### src/rtl/touch_dir_event_ctrl_pkg.sv
// Shared encodings and helpers for the touch-panel direction event controller.
package touch_dir_event_ctrl_pkg;

  typedef logic [1:0] dir_t;

  // Direction encoding seen by the consumer on move_dir
  localparam dir_t DIR_RIGHT = 2'd0;
  localparam dir_t DIR_UP    = 2'd1;
  localparam dir_t DIR_LEFT  = 2'd2;
  localparam dir_t DIR_DOWN  = 2'd3;

  // Debounce / repeat state machine encoding
  localparam logic [2:0] ST_IDLE     = 3'd0;
  localparam logic [2:0] ST_DEBOUNCE = 3'd1;
  localparam logic [2:0] ST_HOLD     = 3'd2;
  localparam logic [2:0] ST_REPEAT   = 3'd3;
  localparam logic [2:0] ST_RELEASE  = 3'd4;

  // True when exactly one of the four qualified button bits is set
  function automatic logic is_single(input logic [3:0] s);
    logic r;
    case (s)
      4'b0001, 4'b0010, 4'b0100, 4'b1000: r = 1'b1;
      default:                            r = 1'b0;
    endcase
    return r;
  endfunction

  // Encode a single-hot sample {down,left,up,right} as a direction code
  function automatic dir_t onehot_to_dir(input logic [3:0] s);
    dir_t d;
    case (s)
      4'b0001: d = DIR_RIGHT;
      4'b0010: d = DIR_UP;
      4'b0100: d = DIR_LEFT;
      4'b1000: d = DIR_DOWN;
      default: d = DIR_RIGHT;
    endcase
    return d;
  endfunction

  // Direction code back to its one-hot button position
  function automatic logic [3:0] dir_to_onehot(input dir_t d);
    logic [3:0] s;
    case (d)
      DIR_RIGHT: s = 4'b0001;
      DIR_UP:    s = 4'b0010;
      DIR_LEFT:  s = 4'b0100;
      DIR_DOWN:  s = 4'b1000;
      default:   s = 4'b0000;
    endcase
    return s;
  endfunction

endpackage

### src/rtl/touch_dir_event_ctrl_if.sv
// Button inputs, move event handshake and LED status of the controller.
interface touch_dir_event_ctrl_if;
  logic       pen_down;
  logic       right_button;
  logic       up_button;
  logic       left_button;
  logic       down_button;
  logic       move_ready;
  logic       move_valid;
  logic [1:0] move_dir;
  logic [7:0] LEDG;
  logic [7:0] LEDR;

  // Panel decoder and event consumer side
  modport master (
    output pen_down, right_button, up_button, left_button, down_button, move_ready,
    input  move_valid, move_dir, LEDG, LEDR
  );

  // Controller side
  modport slave (
    input  pen_down, right_button, up_button, left_button, down_button, move_ready,
    output move_valid, move_dir, LEDG, LEDR
  );
endinterface

### src/rtl/touch_dir_event_ctrl_buffer.sv
// One-entry valid/ready event buffer with overflow flag and accepted-event counter.
module dir_event_buffer
  import touch_dir_event_ctrl_pkg::*;
(
  input  logic       clk,
  input  logic       reset,
  input  logic       emit,
  input  dir_t       emit_dir,
  input  logic       move_ready,
  output logic       move_valid,
  output dir_t       move_dir,
  output logic [7:0] ledr
);

  logic       valid_q, valid_d;
  dir_t       dir_q, dir_d;
  logic [6:0] cnt_q, cnt_d;
  logic       ovf_q, ovf_d;
  logic       pop_s;

  assign pop_s = valid_q & move_ready;

  // Load, drop or pop the single entry; count pops and remember any drop
  always_comb begin
    valid_d = valid_q;
    dir_d   = dir_q;
    cnt_d   = cnt_q;
    ovf_d   = ovf_q;
    if (emit) begin
      if (!valid_q || pop_s) begin
        valid_d = 1'b1;
        dir_d   = emit_dir;
      end else begin
        ovf_d = 1'b1;
      end
    end else begin
      if (pop_s) begin
        valid_d = 1'b0;
      end else begin
        valid_d = valid_q;
      end
    end
    if (pop_s) begin
      cnt_d = cnt_q + 7'd1;
    end else begin
      cnt_d = cnt_q;
    end
  end

  // Buffer state registers
  always_ff @(posedge clk or posedge reset) begin
    if (reset) begin
      valid_q <= 1'b0;
      dir_q   <= DIR_RIGHT;
      cnt_q   <= 7'd0;
      ovf_q   <= 1'b0;
    end else begin
      valid_q <= valid_d;
      dir_q   <= dir_d;
      cnt_q   <= cnt_d;
      ovf_q   <= ovf_d;
    end
  end

  assign move_valid = valid_q;
  assign move_dir   = dir_q;
  assign ledr       = {ovf_q, cnt_q};

endmodule

### src/rtl/touch_dir_event_ctrl.sv
// Debounces touch-panel direction buttons and emits single and auto-repeat move events.
module touch_dir_event_ctrl
  import touch_dir_event_ctrl_pkg::*;
#(
  parameter int DEBOUNCE_CYCLES = 4,
  parameter int REPEAT_DELAY    = 10,
  parameter int REPEAT_PERIOD   = 3,
  parameter int CNT_W           = 24
) (
  input  logic                 clk,
  input  logic                 reset,
  touch_dir_event_ctrl_if.slave bus
);

  localparam logic [CNT_W-1:0] CNT_ZERO = {CNT_W{1'b0}};
  localparam logic [CNT_W-1:0] CNT_ONE  = {{(CNT_W-1){1'b0}}, 1'b1};
  localparam logic [CNT_W-1:0] CNT_MAX  = {CNT_W{1'b1}};
  localparam logic [CNT_W-1:0] DEB_TGT  = CNT_W'(DEBOUNCE_CYCLES);
  localparam logic [CNT_W-1:0] DLY_TGT  = CNT_W'(REPEAT_DELAY);
  localparam logic [CNT_W-1:0] PER_TGT  = CNT_W'(REPEAT_PERIOD);

  logic [2:0]       state_q, state_d;
  logic [CNT_W-1:0] timer_q, timer_d;
  dir_t             cand_q, cand_d;
  logic [3:0]       ledg_q, ledg_d;

  logic [3:0]       sample_s;
  logic             single_s;
  logic             none_s;
  logic             match_s;
  dir_t             sample_dir_s;
  logic [CNT_W-1:0] timer_inc_s;
  logic             emit_s;
  dir_t             emit_dir_s;

  // Pen contact gates the decoder levels; multi-button samples are neither single nor none
  assign sample_s     = {bus.down_button, bus.left_button, bus.up_button, bus.right_button}
                        & {4{bus.pen_down}};
  assign single_s     = is_single(sample_s);
  assign none_s       = (sample_s == 4'b0000);
  assign sample_dir_s = onehot_to_dir(sample_s);
  assign match_s      = (sample_s == dir_to_onehot(cand_q));
  assign timer_inc_s  = (timer_q == CNT_MAX) ? timer_q : (timer_q + CNT_ONE);

  // Next-state, timer and event generation for the debounce/repeat machine
  always_comb begin
    state_d    = state_q;
    timer_d    = timer_q;
    cand_d     = cand_q;
    emit_s     = 1'b0;
    emit_dir_s = cand_q;
    case (state_q)
      ST_IDLE: begin
        if (single_s) begin
          cand_d = sample_dir_s;
          if (DEB_TGT <= CNT_ONE) begin
            emit_s     = 1'b1;
            emit_dir_s = sample_dir_s;
            timer_d    = CNT_ZERO;
            state_d    = ST_HOLD;
          end else begin
            timer_d = CNT_ONE;
            state_d = ST_DEBOUNCE;
          end
        end else begin
          timer_d = CNT_ZERO;
        end
      end
      ST_DEBOUNCE: begin
        if (match_s) begin
          if (timer_inc_s >= DEB_TGT) begin
            emit_s  = 1'b1;
            timer_d = CNT_ZERO;
            state_d = ST_HOLD;
          end else begin
            timer_d = timer_inc_s;
          end
        end else begin
          timer_d = CNT_ZERO;
          state_d = ST_IDLE;
        end
      end
      ST_HOLD: begin
        if (match_s) begin
          if (timer_inc_s >= DLY_TGT) begin
            emit_s  = 1'b1;
            timer_d = CNT_ZERO;
            state_d = ST_REPEAT;
          end else begin
            timer_d = timer_inc_s;
          end
        end else begin
          timer_d = CNT_ZERO;
          state_d = ST_RELEASE;
        end
      end
      ST_REPEAT: begin
        if (match_s) begin
          if (timer_inc_s >= PER_TGT) begin
            emit_s  = 1'b1;
            timer_d = CNT_ZERO;
          end else begin
            timer_d = timer_inc_s;
          end
        end else begin
          timer_d = CNT_ZERO;
          state_d = ST_RELEASE;
        end
      end
      ST_RELEASE: begin
        // Any touch restarts the release count so a new direction waits for a clean lift
        if (none_s) begin
          if (timer_inc_s >= DEB_TGT) begin
            timer_d = CNT_ZERO;
            state_d = ST_IDLE;
          end else begin
            timer_d = timer_inc_s;
          end
        end else begin
          timer_d = CNT_ZERO;
        end
      end
      default: begin
        timer_d = CNT_ZERO;
        cand_d  = DIR_RIGHT;
        state_d = ST_IDLE;
      end
    endcase
    ledg_d = ((state_d == ST_HOLD) || (state_d == ST_REPEAT)) ? dir_to_onehot(cand_d) : 4'b0000;
  end

  // State machine and LED registers
  always_ff @(posedge clk or posedge reset) begin
    if (reset) begin
      state_q <= ST_IDLE;
      timer_q <= CNT_ZERO;
      cand_q  <= DIR_RIGHT;
      ledg_q  <= 4'b0000;
    end else begin
      state_q <= state_d;
      timer_q <= timer_d;
      cand_q  <= cand_d;
      ledg_q  <= ledg_d;
    end
  end

  logic       buf_valid_s;
  dir_t       buf_dir_s;
  logic [7:0] buf_ledr_s;

  dir_event_buffer u_buffer (
    .clk        (clk),
    .reset      (reset),
    .emit       (emit_s),
    .emit_dir   (emit_dir_s),
    .move_ready (bus.move_ready),
    .move_valid (buf_valid_s),
    .move_dir   (buf_dir_s),
    .ledr       (buf_ledr_s)
  );

  assign bus.move_valid = buf_valid_s;
  assign bus.move_dir   = buf_dir_s;
  assign bus.LEDR       = buf_ledr_s;
  assign bus.LEDG       = {4'b0000, ledg_q};

endmodule
### src/flat_wrapper.sv
// flat-port wrapper written by rule: the top's interface ports become plain ports
module touch_dir_event_ctrl_flat import touch_dir_event_ctrl_pkg::*;
#(
  parameter int DEBOUNCE_CYCLES = 4,
  parameter int REPEAT_DELAY    = 10,
  parameter int REPEAT_PERIOD   = 3,
  parameter int CNT_W           = 24
)
  (clk, reset, bus_pen_down, bus_right_button, bus_up_button, bus_left_button, bus_down_button, bus_move_ready, bus_move_valid, bus_move_dir, bus_LEDG, bus_LEDR);
  touch_dir_event_ctrl_if bus_i ();
  input  logic clk;
  input  logic reset;
  input wire logic [$bits(bus_i.pen_down)-1:0] bus_pen_down;
  input wire logic [$bits(bus_i.right_button)-1:0] bus_right_button;
  input wire logic [$bits(bus_i.up_button)-1:0] bus_up_button;
  input wire logic [$bits(bus_i.left_button)-1:0] bus_left_button;
  input wire logic [$bits(bus_i.down_button)-1:0] bus_down_button;
  input wire logic [$bits(bus_i.move_ready)-1:0] bus_move_ready;
  output wire logic [$bits(bus_i.move_valid)-1:0] bus_move_valid;
  output wire logic [$bits(bus_i.move_dir)-1:0] bus_move_dir;
  output wire logic [$bits(bus_i.LEDG)-1:0] bus_LEDG;
  output wire logic [$bits(bus_i.LEDR)-1:0] bus_LEDR;
  assign bus_i.pen_down = bus_pen_down;
  assign bus_i.right_button = bus_right_button;
  assign bus_i.up_button = bus_up_button;
  assign bus_i.left_button = bus_left_button;
  assign bus_i.down_button = bus_down_button;
  assign bus_i.move_ready = bus_move_ready;
  assign bus_move_valid = bus_i.move_valid;
  assign bus_move_dir = bus_i.move_dir;
  assign bus_LEDG = bus_i.LEDG;
  assign bus_LEDR = bus_i.LEDR;
  touch_dir_event_ctrl #(.DEBOUNCE_CYCLES(DEBOUNCE_CYCLES), .REPEAT_DELAY(REPEAT_DELAY), .REPEAT_PERIOD(REPEAT_PERIOD), .CNT_W(CNT_W)) u_core (.clk(clk), .reset(reset), .bus(bus_i));
endmodule
### config.mk
export PLATFORM = sky130hd
export DESIGN_NAME = touch_dir_event_ctrl_flat
export DESIGN_NICKNAME = d
export VERILOG_FILES = /design/src/rtl/touch_dir_event_ctrl_pkg.sv /design/src/rtl/touch_dir_event_ctrl_if.sv /design/src/rtl/touch_dir_event_ctrl_buffer.sv /design/src/rtl/touch_dir_event_ctrl.sv /design/src/flat_wrapper.sv
export SDC_FILE = /design/constraint.sdc
export NUM_CORES = 1
export LEC_CHECK = 0
export ABC_AREA = 0
export BUFFER_PORTS_ARGS = -buffer_cell sky130_fd_sc_hd__buf_4
export CORE_MARGIN = 2
export CORE_UTILIZATION = 53
export DETAILED_ROUTE_END_ITERATION = 16
export PLACE_DENSITY_LB_ADDON = 0.08
export SYNTH_ARGS = -nofsm -noshare
export SYNTH_HDL_FRONTEND = slang
export SYNTH_SLANG_ARGS = --single-unit
### constraint.sdc
create_clock -name clk -period 2.8 [get_ports clk]
set_clock_uncertainty 0.15 [all_clocks]
set_input_delay 0.56 -clock clk [delete_from_list [all_inputs] [get_ports clk]]
set_output_delay 0.56 -clock clk [all_outputs]
set_load 0.005 [all_outputs]
# After elaboration in Yosys (flattened, before gate mapping)
# Index checks and enable logic that the tools add are counted.
totals:
  register_bits: 44
  in_bits: 8
  out_inout_bits: 19
  word_cells: 84
classes:
  n_addsub: 2
  magnitude_cmp: 3
  n_eq_ne: 19
  muxes: 36
  bitwise_logic: 3
  reduce_logical: 13
op_table:
  columns: ["op", "n"]
  rows:
  - ["24-bit 2-to-1 mux", 8]
  - ["24-bit case mux with 5 select lines", 1]
  - ["4-bit case mux with 4 select lines", 2]
  - ["24-bit by 1-bit adder with 24-bit output, second input constant", 1]
  - ["24-bit equality test, second input constant", 1]
  - ["24-bit by 2-bit greater-or-equal comparator with 1-bit output, second input constant", 1]
  - ["24-bit by 3-bit greater-or-equal comparator with 1-bit output, second input constant", 1]
  - ["24-bit by 4-bit greater-or-equal comparator with 1-bit output, second input constant", 1]
  - ["3-bit 2-to-1 mux", 8]
  - ["3-bit case mux with 5 select lines", 1]
  - ["3-bit by 2-bit equality test with 1-bit output, second input constant", 4]
  - ["1-bit 2-to-1 mux", 11]
  - ["2-bit equality test, second input constant", 4]
  - ["4-bit OR reduction", 2]
  - ["7-bit by 1-bit adder with 7-bit output, second input constant", 1]
  - ["2-bit case mux with 3 select lines", 1]
  - ["2-bit AND reduction", 3]
  - ["4-bit bitwise AND", 1]
  - ["2-bit by 1-bit equality test with 1-bit output, second input constant", 2]
  - ["4-bit by 1-bit equality test with 1-bit output, second input constant", 1]
  - ["4-bit by 2-bit equality test with 1-bit output, second input constant", 1]
  - ["4-bit by 3-bit equality test with 1-bit output, second input constant", 1]
  - ["4-bit equality test", 1]
  - ["4-bit equality test, second input constant", 1]
  - ["15 further kinds", 17]

# Longest topological paths before layout
# Gate-level depths: netlist of the first run.
logic_depth:
  ltp_word: 9
  mapped_depth: 12
  ltp_nobuf: 10

# Hierarchy
# From an unflattened synthesis of the first run, not the netlist that was laid out.
hier_totals:
  cells_unflattened: 266
  area_unflattened_um2: 2531.2
modules_own_cells:
  columns: ["mod", "instances", "cells_per_inst", "area_per_inst_um2", "seq_area_each_um2"]
  rows:
  - ["touch_dir_event_ctrl", 1, 228, 2059.5, 825.8]
  - ["dir_event_buffer", 1, 38, 471.7, 275.3]

# Worst setup path after synthesis of the first run
# OpenSTA, ideal clock, no wires.
synth_path:
  path_kind: "register to register"
  startpoint: "register u_core.timer_q[1]"
  endpoint: "register u_core.u_buffer.dir_q[1] (netlist: u_core.u_buffer.move_dir[1])"
  setup_time_ns: 0.128
  t_arrival_ns: 2.559
  setup_slack_ns: -0.036
  stages_incl_launch_ff: 12
  path_cell_list: "dfrtp_1 > ha_1 > buf_2 > and3_1 > clkbuf_2 > and4_1 > nand3_1 > a211oi_1 > nor3_1 > nor4_4 > a21oi_2 > mux2_1"
synth_via:
  elab_chain_cells: 7
  word_cells_on_any_way: 14
synth_rtl:
  columns: ["element", "line_no", "text"]
  rows:
  - ["start, declared", "touch_dir_event_ctrl.sv:23", "logic [CNT_W-1:0] timer_q, timer_d;"]
  - ["start signal, assigned", "touch_dir_event_ctrl.sv:141", "timer_q <= timer_d;"]
  - ["24-bit by 1-bit adder with 24-bit output / 24-bit equality test (equally long branches)", "touch_dir_event_ctrl.sv:43", "assign timer_inc_s = (timer_q == CNT_MAX) ? timer_q : (timer_q + CNT_ONE);"]
  - ["24-bit 2-to-1 mux (*)", "touch_dir_event_ctrl.sv:43", null]
  - ["24-bit by 2-bit greater-or-equal comparator with 1-bit output, or another cell as far along", "touch_dir_event_ctrl.sv:99", "if (timer_inc_s >= PER_TGT) begin"]
  - ["1-bit 2-to-1 mux, on equally long branches", "touch_dir_event_ctrl.sv:99, touch_dir_event_ctrl.sv:71, touch_dir_event_ctrl.sv:85", null]
  - ["1-bit 2-to-1 mux, on equally long branches", "touch_dir_event_ctrl.sv:98, touch_dir_event_ctrl.sv:70, touch_dir_event_ctrl.sv:84", null]
  - ["1-bit case mux with 3 select lines (*)", "touch_dir_event_ctrl.sv:52", "case (state_q)"]
  - ["2-bit AND reduction (no line) (*)", null, null]
  - ["end signal, assigned", "touch_dir_event_ctrl_buffer.sv:59", "dir_q <= dir_d;"]
  - ["end, declared", "touch_dir_event_ctrl_buffer.sv:16", "dir_t dir_q, dir_d;"]
# Mark *: on every way between the ends. The rest lies on a longest branch, timed or not.
# A chain may end at the register's enable or synchronous reset.

# Worst setup path in the final report of the first run
layout_path:
  startpoint: "register u_core.timer_q[0]"
  endpoint: "register u_core.u_buffer.dir_q[1] (netlist: u_core.u_buffer.move_dir[1])"
# Same word-level chain as after synthesis.

==> results of run 1 <==
==> flip-flops by register name, summed over array words and instances, names as in the netlist <==
name,flops
u_core.u_buffer.ovf_q,1
u_core.ledg_q,4
u_core.u_buffer.cnt_q,7
u_core.state_q,3
u_core.cand_q,2
u_core.u_buffer.move_dir,2
u_core.u_buffer.move_valid,1
u_core.timer_q,24
==> what timing repair did <==
item / in CTS / in global routing
pin swaps: 6 / 15
endpoints found under the setup margin: 10 / 14
endpoints found under the hold margin: 0 / 0
gates resized for setup: 13 / 25
setup buffers: 2 / 6
hold buffers: 0 / 0
cloned: 0 / 0
==> through the flow <==
stage	worst slack (ps)	area, um^2	power [mW]	utilization	setup TNS, ps
2_1_floorplan	14.8	2620	0.814	-	0
3_3_place_gp	-33.7	3110	0.884	0.667	-33.7
3_5_place_dp	-169	3110	0.888	0.667	-849
4_1_cts	-7.90	3250	1.27	0.698	-14.4
5_1_grt	-179	3440	1.34	0.739	-851
6_report	-98.3	3440	1.28	0.739	-276
==> synthesized netlist by cell type (all sizes together) (3+ instances only) <==
cell type	count	area, um^2
dfrtp	44	1100
nand2	22	82.6
nor2	18	67.6
nand3	14	70.1
o21ai	14	73.8
nand4	13	87.6
a21oi	12	63.8
xnor2	10	87.6
buf	9	66.3
clkbuf	9	38.8
inv	9	33.8
nor3	9	45.0
a31oi	7	43.8
and4	7	65.1
and3	4	25.0
nor2b	4	25.0
nor3b	4	30.0
nor4	4	40.0
xor2	4	35.0
a211o	3	26.3
a211oi	3	22.5
a41oi	3	26.3
and3b	3	26.3
mux2	3	33.8
or3	3	18.8
or4	3	26.3
==> layout make-up <==
| type | count | area, um^2 |
|---|---|---|
| Multi-Input combinational cell | 221 | 1560 |
| Inverter | 9 | 33.8 |
| Tap cell | 54 | 67.6 |
| Sequential cell | 44 | 1100 |
| Clock inverter | 1 | 8.76 |
| Timing Repair Buffer | 78 | 593 |
| Clock buffer | 7 | 76.3 |
| Fill cell | 336 | 1220 |
==> where the power goes <==
part	internal [mW]	switching, mW
registers	0.667	0.0346
logic	0.0918	0.0986
clock network	0.178	0.210
==> worst paths after layout <==
kind	to	slack, ps	cells after the start
worst min register to register	u_core.u_buffer.cnt_q[6]	330	1
max in group asynchronous	u_core.timer_q[10]	1580	3
worst min-delay path	u_core.u_buffer.cnt_q[2]	250	2
worst max register to register	u_core.u_buffer.move_dir[1]	-100	9
min in group clk	u_core.u_buffer.cnt_q[6]	330	1
worst max-delay path	u_core.u_buffer.move_dir[1]	-100	9
==> critical path, stage by stage, from the launching register on <==
cell and delay, ps:
dfrtp_2 420, nand4_1 170, or4_4 570, a211o_1 240, a22oi_1 190, nand4_1 200, nor4_4 320, buf_6 170
a21oi_4 60, mux2_4 290
==> layout by cell type (no fill, tap or decap), types with 7 or more instances in the layout <==
master   netlist  routed
buf_4          6      76
a21oi_1       11      11
nand3_1       14      13
nor2_1        18      17
nand2_1       22      22
nand4_1       12      12
nor3_1         9       7
dfrtp_1       44      42
conb_1         1      24
xnor2_1       10      10
o21ai_0       12      12
inv_1          8       7
==> cell families (layout without fill, tap and decap cells) <==
group / count (synthesis) / in the layout / synth area share
buffers and inverters: 27 / 95 / 0.0549
adder cells (fa/ha/maj): 2 / 2 / 0.00990
other: 1 / 24 / 0.00148
flip-flops: 44 / 44 / 0.436
AND/OR/NAND/NOR: 120 / 120 / 0.278
multiplexers: 3 / 3 / 0.0134
XOR/XNOR: 14 / 14 / 0.0485
AO/OA/AOI/OAI: 58 / 58 / 0.158
==> routing by layer <==
layer / routed length (um) / global-route usage / up-vias / part of all wire
met5: 0 / 0 / - / 0
met4: 75 / 0.0720 / 0 / 0.012
met3: 296 / 0.0456 / 7 / 0.049
met2: 2930 / 0.327 / 88 / 0.48
met1: 2800 / 0.337 / 1147 / 0.46
li1: - / - / 1146 / -
==> flow_metrics.py, run 1 <==
metrics = {
    "status": {
        "status": "complete, but fails checks",
        "violations": "negative setup slack",
    },
    "logic_synthesis": {
        "ys_warn_count": 0,
        "ys_async_sr_fraction": 1.00,
        "synth_area_um2": 2530,
        "avgSynthCellArea_um2": 9.40,
        "synth_edf_count": 0,
        "synth.distinct_cells": 64,
        "synth_seq_area_share": 0.436,
        "synth_ff_type": "dfrtp_1",
        "synth_cells": 269,
        "ys_seq_elements": 44,
    },
    "worst_setup_path": {
        "worstSetupPathType": "register to register",
        "critPathArrivalTime_ps": 2940,
        "endpoint_kind": "register",
        "cp_max_fo": 6,
        "cp-start-kind": "register",
        "reg2reg_from": "u_core.timer_q[0]",
        "required_ps": 2840,
        "crit_start": "u_core.timer_q[0]",
    },
    "cts": {
        "cts_buffers": 5,
        "cts_buffer_depth": 2,
        "clk_latency_ps": 300,
        "root_buffer": "clkbuf_8",
        "ctsHtreeMaxLevel": 2,
        "clk_pin_slew_worst_paths_ps": 90,
        "cts_tree": "done",
        "cts_sinks": 44,
    },
    "placement": {
        "numPlacedInstances": 398,
        "dp_hpwl_mm": 4.12,
        "place.gp.congestion": 0.887,
        "numPortBuffers": 22,
    },
    "route": {
        "drcViolationCount": 0,
        "vias_per_cell": 5.77,
        "wl_per_cell_um": 14.7,
        "drt_iter0_drc": 184,
        "firstDrtPassIters": 5,
        "drt_wl_total_mm": 6.10,
        "ant_nets": 0,
        "route.vias.total": 2388,
    },
    "floorplan": {
        "core_um2": 4660,
        "num_rows": 25,
        "io_pins": 27,
        "start_util": 0.542,
        "fp.dieW_um": 73.1,
        "dieArea_um2": 5340,
        "die_h_um": 73.1,
    },
    "final_layout": {
        "nets": 369,
        "finalNonFillerCells": 414,
        "drive_above_1_share": 0.350,
        "antenna_cells": 0,
        "area_growth_pct": 36.3,
    },
    "sta": {
        "post-route-period-util": 1.04,
        "hold_slack_ps": 247,
        "layout_min_cycle_time_ps": 2900,
        "hold_violations": 0,
        "fin_ws_ps": -98.3,
        "worstMarginPinSlew_ps": 1080,
        "slew-limit-headroom": 0.276,
        "slew_viol_final": 0,
        "fmaxAchievable_mhz": 345,
        "rsz0062_at_grt": "yes",
        "setup_viol": 5,
    },
    "grt": {
        "grt_pass1_wl_mm": 9.50,
        "grt_pass1_vias": 2094,
        "groute.usage.overall": 0.226,
        "grt_antenna_before_repair": 0,
        "grt_start_max_net_pins": 33,
        "globalRouteOverflowTotal": 0,
    },
    "min_path": {
        "hp-class": "input pin to asynchronous set/reset pin",
    },
    "job": {
        "max-cap-violations": 0,
    },
    "power": {
        "p_leak_nw": 1.56,
        "vdd_drop_max_v": 0.000297,
        "p_per_area_nw_per_um2": 372,
    },
}
Note: power is estimated with default switching activity, not from simulation.
==> run 2, diff against run 1 <==
--- a/config.mk
+++ b/config.mk
@@ -14,3 +14,4 @@
 export SYNTH_ARGS = -nofsm -noshare
 export SYNTH_HDL_FRONTEND = slang
 export SYNTH_SLANG_ARGS = --single-unit
+export TNS_END_PERCENT = 1
==> flow_metrics.py, run 2 (synthesis results as in run 1) <==
metrics = {
    "status": {
        "status": "complete, but fails checks",
        "violations": "negative setup slack",
    },
    "sta": {
        "fin_tns_setup_ps": -241,
        "fmaxAchievable_mhz": 346,
        "rsz0062_at_grt": "yes",
        "slew_viol_final": 0,
        "worstMarginPinSlew_ps": 1070,
        "layout_min_cycle_time_ps": 2890,
        "setup_viol": 6,
        "fin_ws_ps": -93.6,
        "post-route-period-util": 1.03,
        "slew-limit-headroom": 0.283,
        "hold_violations": 0,
        "hold_slack_ps": 244,
    },
    "final_layout": {
        "antenna_cells": 0,
        "final_common_cell": "buf_4",
        "top_regs": "u_core.timer_q x24, u_core.u_buffer.cnt_q x7, u_core.ledg_q x4",
        "ff_latch_area_um2": 1100,
        "largest_register_ffs": 24,
        "area_growth_pct": 33.0,
        "fillers": 354,
        "largest_register": "u_core.timer_q",
        "multi_input_area_um2": 1510,
        "drive_above_1_share": 0.331,
        "finalNonFillerCells": 411,
        "nets": 366,
        "final_cell_mix": "75 x buf_4, 42 x dfrtp_1, 24 x conb_1, 22 x nand2_1, 17 x nor2_1",
    },
    "floorplan": {
        "dieArea_um2": 5340,
        "num_rows": 25,
        "core_um2": 4660,
        "fp.dieW_um": 73.1,
        "start_util": 0.542,
        "io_pins": 27,
        "die_h_um": 73.1,
    },
    "worst_setup_path": {
        "endpoint_kind": "register",
        "worstSetupPathType": "register to register",
        "cp-start-kind": "register",
        "critPathArrivalTime_ps": 2930,
        "required_ps": 2840,
        "cp_max_fo": 6,
        "rrSetupSlack_ps": -90,
    },
    "cts": {
        "cts_buffer_depth": 2,
        "ctsHtreeMaxLevel": 2,
        "clk_latency_ps": 300,
        "clk_pin_slew_worst_paths_ps": 80,
        "cts_buffers": 5,
        "cts_tree": "done",
        "root_buffer": "clkbuf_8",
        "cts_sinks": 44,
    },
    "power": {
        "p_per_area_nw_per_um2": 380,
        "power_mw": 1.28,
        "vdd_drop_max_v": 0.000296,
        "p_leak_nw": 1.52,
    },
    "job": {
        "max-cap-violations": 0,
    },
    "placement": {
        "numPlacedInstances": 398,
        "dp_hpwl_mm": 4.12,
        "dpl_worst_slack_ps": -169,
        "numPortBuffers": 22,
        "place.gp.congestion": 0.887,
    },
    "route": {
        "wl_per_cell_um": 14.2,
        "route.vias.total": 2323,
        "firstDrtPassIters": 4,
        "drt_wl_total_mm": 5.83,
        "ant_nets": 0,
        "drt_iter0_drc": 156,
        "vias_per_cell": 5.65,
        "drcViolationCount": 0,
    },
    "grt": {
        "grt_start_max_net_pins": 33,
        "globalRouteOverflowTotal": 0,
        "groute.usage.overall": 0.226,
        "grt_pass1_vias": 2094,
        "grt_antenna_before_repair": 0,
        "grt_pass1_wl_mm": 9.50,
    },
    "min_path": {
        "hp-class": "input pin to asynchronous set/reset pin",
    },
}
## run 2: cell types whose count changed in the layout (fill, tap and decap cells not counted), sizes merged
cell,before,now
buf,78,75
## run 2: final timing paths
| kind | startpoint | to | cells after the start |
|---|---|---|---|
| max | u_core.timer_q[0] | u_core.u_buffer.move_dir[1] | 9 |
| min | reset | u_core.u_buffer.cnt_q[2] | 2 |
| max reg2reg | u_core.timer_q[0] | u_core.u_buffer.move_dir[1] | 9 |
| min reg2reg | u_core.u_buffer.cnt_q[6] | u_core.u_buffer.cnt_q[6] | 1 |
| max in group asynchronous | reset | u_core.timer_q[10] | 3 |
| min in group clk | u_core.u_buffer.cnt_q[6] | u_core.u_buffer.cnt_q[6] | 1 |
## run 2: timing repair
| item | in CTS | in global routing |
|---|---|---|
| endpoints found under the setup margin | 10 | 14 |
| buffers inserted | 2 | 3 |
| pin swaps | 7 | 12 |
| hold buffers | 0 | 0 |
| gates resized for setup | 13 | 15 |
## run 2: cell type report
type,instances,share of cell area
Multi-Input combinational cell,221,0.449
Sequential cell,44,0.328
Timing Repair Buffer,75,0.168
Clock buffer,7,0.0227
Tap cell,54,0.0201
Inverter,9,0.0101
Clock inverter,1,0.00261
## run 2: layer usage
metal	up-vias	routed length [um]	GRT usage
met5	-	0	0
met1	1121	2740	0.337
met4	0	60	0.0720
li1	1138	-	-
met2	59	2760	0.327
met3	5	270	0.0456
## run 2: critical path, cell delays in order (launching register included)
cell     delay (ps)
dfrtp_2         420
nand4_1         170
or4_4           570
a211o_1         240
a22oi_1         190
nand4_1         200
nor4_4          300
buf_4           190
a21oi_4          70
mux2_4          290
## run 2: through the flow
step	utilization	instance area, um^2
finish	0.721	3360
global route	0.721	3360
CTS	0.698	3250
detailed placement	0.667	3110
global placement	0.667	3110
floorplan	-	2620
## run 2: power by group
part,switching (mW),leakage (nW),internal (mW)
clock,0.212,0.0424,0.178
combinational,0.0958,0.913,0.0894
sequential,0.0340,0.561,0.667
total,0.341,1.52,0.935
==> run 3, diff against run 2 <==
--- a/config.mk
+++ b/config.mk
@@ -13,5 +13,6 @@
 export PLACE_DENSITY_LB_ADDON = 0.08
 export SYNTH_ARGS = -nofsm -noshare
 export SYNTH_HDL_FRONTEND = slang
+export SYNTH_HIERARCHICAL = 1
 export SYNTH_SLANG_ARGS = --single-unit
 export TNS_END_PERCENT = 1
==> flow_metrics.py, run 3 <==
metrics = {
    "status": {
        "status": "complete, but fails checks",
        "violations": "negative setup slack",
    },
    "final_layout": {
        "final_cell_mix": "84 x buf_4, 42 x dfrtp_1, 24 x conb_1, 22 x nand2_1, 18 x nor2_1",
        "area_growth_pct": 38.5,
        "fillers": 343,
        "ff_latch_area_um2": 1100,
        "top_regs": "u_core/timer_q x24, u_core/u_buffer/cnt_q x7, u_core/ledg_q x4",
        "fin_util": 0.752,
        "antenna_cells": 0,
        "nets": 380,
        "final_common_cell": "buf_4",
        "multi_input_area_um2": 1560,
        "largest_register": "u_core/timer_q",
        "largest_register_ffs": 24,
        "drive_above_1_share": 0.345,
    },
    "placement": {
        "dpl_worst_slack_ps": -555,
        "place.gp.congestion": 0.927,
        "dp_hpwl_mm": 4.85,
        "numPortBuffers": 22,
    },
    "power": {
        "vdd_drop_max_v": 0.000344,
        "p_leak_nw": 1.57,
        "power_mw": 1.43,
        "p_per_area_nw_per_um2": 407,
    },
    "grt": {
        "grt_pass1_vias": 2378,
        "groute.usage.overall": 0.261,
        "grt_antenna_before_repair": 0,
        "grt_pass1_wl_mm": 10.7,
        "grt_start_max_net_pins": 22,
        "globalRouteOverflowTotal": 0,
    },
    "logic_synthesis": {
        "synth_seq_area_share": 0.435,
        "synth_common_cells": "44 x dfrtp_1, 24 x nand2_1, 19 x nor2_1",
        "ys_async_sr_fraction": 1.00,
        "synth_edf_count": 0,
        "ys_seq_elements": 44,
        "synth_ff_type": "dfrtp_1",
        "synth_area_um2": 2530,
        "synth.distinct_cells": 61,
        "synth_area_leaders": "dfrtp_1 43%, nand2_1 3.6%, nand4_1 3.5%",
        "ys_warn_count": 6,
        "avgSynthCellArea_um2": 9.52,
        "synth_largest_area_cell": "dfrtp_1",
        "yosysTopAreaCellShare": 0.435,
        "synth_most_common_cell": "dfrtp_1",
        "synth_cells": 266,
    },
    "sta": {
        "fin_ws_ps": -481,
        "post-route-period-util": 1.17,
        "fmaxAchievable_mhz": 305,
        "setup_viol": 14,
        "worstMarginPinSlew_ps": 828,
        "rsz0062_at_grt": "yes",
        "slew_viol_final": 0,
        "fin_tns_setup_ps": -2500,
        "hold_violations": 0,
        "slew-limit-headroom": 0.447,
        "layout_min_cycle_time_ps": 3280,
    },
    "floorplan": {
        "dieArea_um2": 5340,
        "die_h_um": 73.1,
        "start_util": 0.543,
        "core_um2": 4660,
        "num_rows": 25,
        "fp.dieW_um": 73.1,
        "io_pins": 27,
    },
    "cts": {
        "cts_tree": "done",
        "root_buffer": "clkbuf_8",
        "cts_buffer_depth": 2,
        "cts_sinks": 44,
        "cts_buffers": 5,
        "clk_latency_ps": 300,
        "clk_pin_slew_worst_paths_ps": 90,
        "cts_hold_buf": 0,
        "ctsHtreeMaxLevel": 2,
    },
    "route": {
        "top_layer": "met4",
        "route.met3.wl_um": 243,
        "wl_met2_mm": 3.38,
        "drt_iter0_drc": 143,
        "firstDrtPassIters": 4,
        "met1Wirelength_mm": 2.77,
        "ant_nets": 0,
        "vias_per_cell": 5.83,
        "drt_wl_total_mm": 6.57,
        "drcViolationCount": 0,
        "route.vias.total": 2479,
        "wl_per_cell_um": 15.5,
    },
    "worst_setup_path": {
        "critical_path.slowest_cell": "or4_4",
        "critPathArrivalTime_ps": 3320,
        "cp_max_fo": 3,
        "required_ps": 2840,
        "cp-start-kind": "register",
        "max_stage_delay_ps": 550,
        "crit_top_cell": "or4_4",
        "endpoint_kind": "register",
        "worstSetupPathType": "register to register",
        "crit_chain": "ha_4 > nand3_2 > or3_4 > a211oi_2 > o22ai_1 > or4_4 > or4_4 > o221a_1 > nand2_2 > mux2_2",
    },
    "min_path": {
        "hp-class": "input pin to asynchronous set/reset pin",
    },
    "job": {
        "max-cap-violations": 0,
    },
}
-- run 3: cell count changes after synthesis, sizes merged, moves of 5 or more --
cell | previous run | this run
a21oi | 12 | 7
a31oi | 7 | 2
clkbuf | 9 | 4
nand2b | 1 | 6
o21ai | 14 | 8
or4 | 3 | 9
-- run 3: final timing paths --
check	start	end	slack [ps]	cells past startpoint
max in group asynchronous	reset	u_core/timer_q[17]	1550	3
setup reg to reg	u_core/timer_q[1]	u_core/u_buffer/move_dir[0]	-480	10
setup / recovery	u_core/timer_q[1]	u_core/u_buffer/move_dir[0]	-480	10
hold reg to reg	u_core/u_buffer/cnt_q[6]	u_core/u_buffer/cnt_q[6]	330	1
min in group clk	u_core/u_buffer/cnt_q[6]	u_core/u_buffer/cnt_q[6]	330	1
hold / removal	reset	u_core/u_buffer/move_dir[1]	100	2
-- run 3: final cells by class --
class	count	area share
repair buffers	86	0.186
flip-flops and latches	44	0.315
clock buffers	6	0.0236
multi-input cells	226	0.444
clock inverters	2	0.00428
inverters	7	0.00821
well taps	54	0.0193
-- run 3: repair_timing --
item,CTS,global route
setup endpoints to repair,15,15
gates cloned,0,0
pin swaps,5,5
setup buffers,3,1
resized for setup,19,5
-- run 3: metal layers --
| metal | GRT usage | vias up |
|---|---|---|
| met1 | 0.320 | 1207 |
| met5 | 0 | - |
| met4 | 0.111 | 0 |
| met3 | 0.0331 | 15 |
| met2 | 0.457 | 61 |
| li1 | - | 1196 |
-- run 3: logic make-up after synthesis --
logic type	Yosys count	share of synthesized area
AOI/OAI and AO/OA	60	0.176
xor gates and xnor gates	14	0.0484
adders and majority gates	2	0.00988
buffers and inverters	19	0.0371
DFF	44	0.435
muxes	5	0.0217
other	1	0.00148
and+or+nand+nor	121	0.270
-- run 3: through the flow --
step	hold WS (ps)	cells	cell area, um^2
global route	124	425	3510
global placement	322	413	3270
CTS	102	424	3470
detailed placement	315	413	3270
finish	101	425	3510
floorplan	262	289	2660
-- run 3: worst max-delay path: cells and delay by family (launching register included) --
kind	cells	cell delay [ps]
AO/OA/AOI/OAI	3	510
AND/OR/NAND/NOR	5	1610
flip-flops	1	400
multiplexers	1	330
adder cells (fa/ha/maj)	1	160
-- run 3: power breakdown --
part / switching, mW / internal [mW] / leakage (nW)
clock network: 0.221 / 0.200 / 0.0434
logic: 0.138 / 0.125 / 0.969
registers: 0.0606 / 0.682 / 0.554
total: 0.419 / 1.01 / 1.57
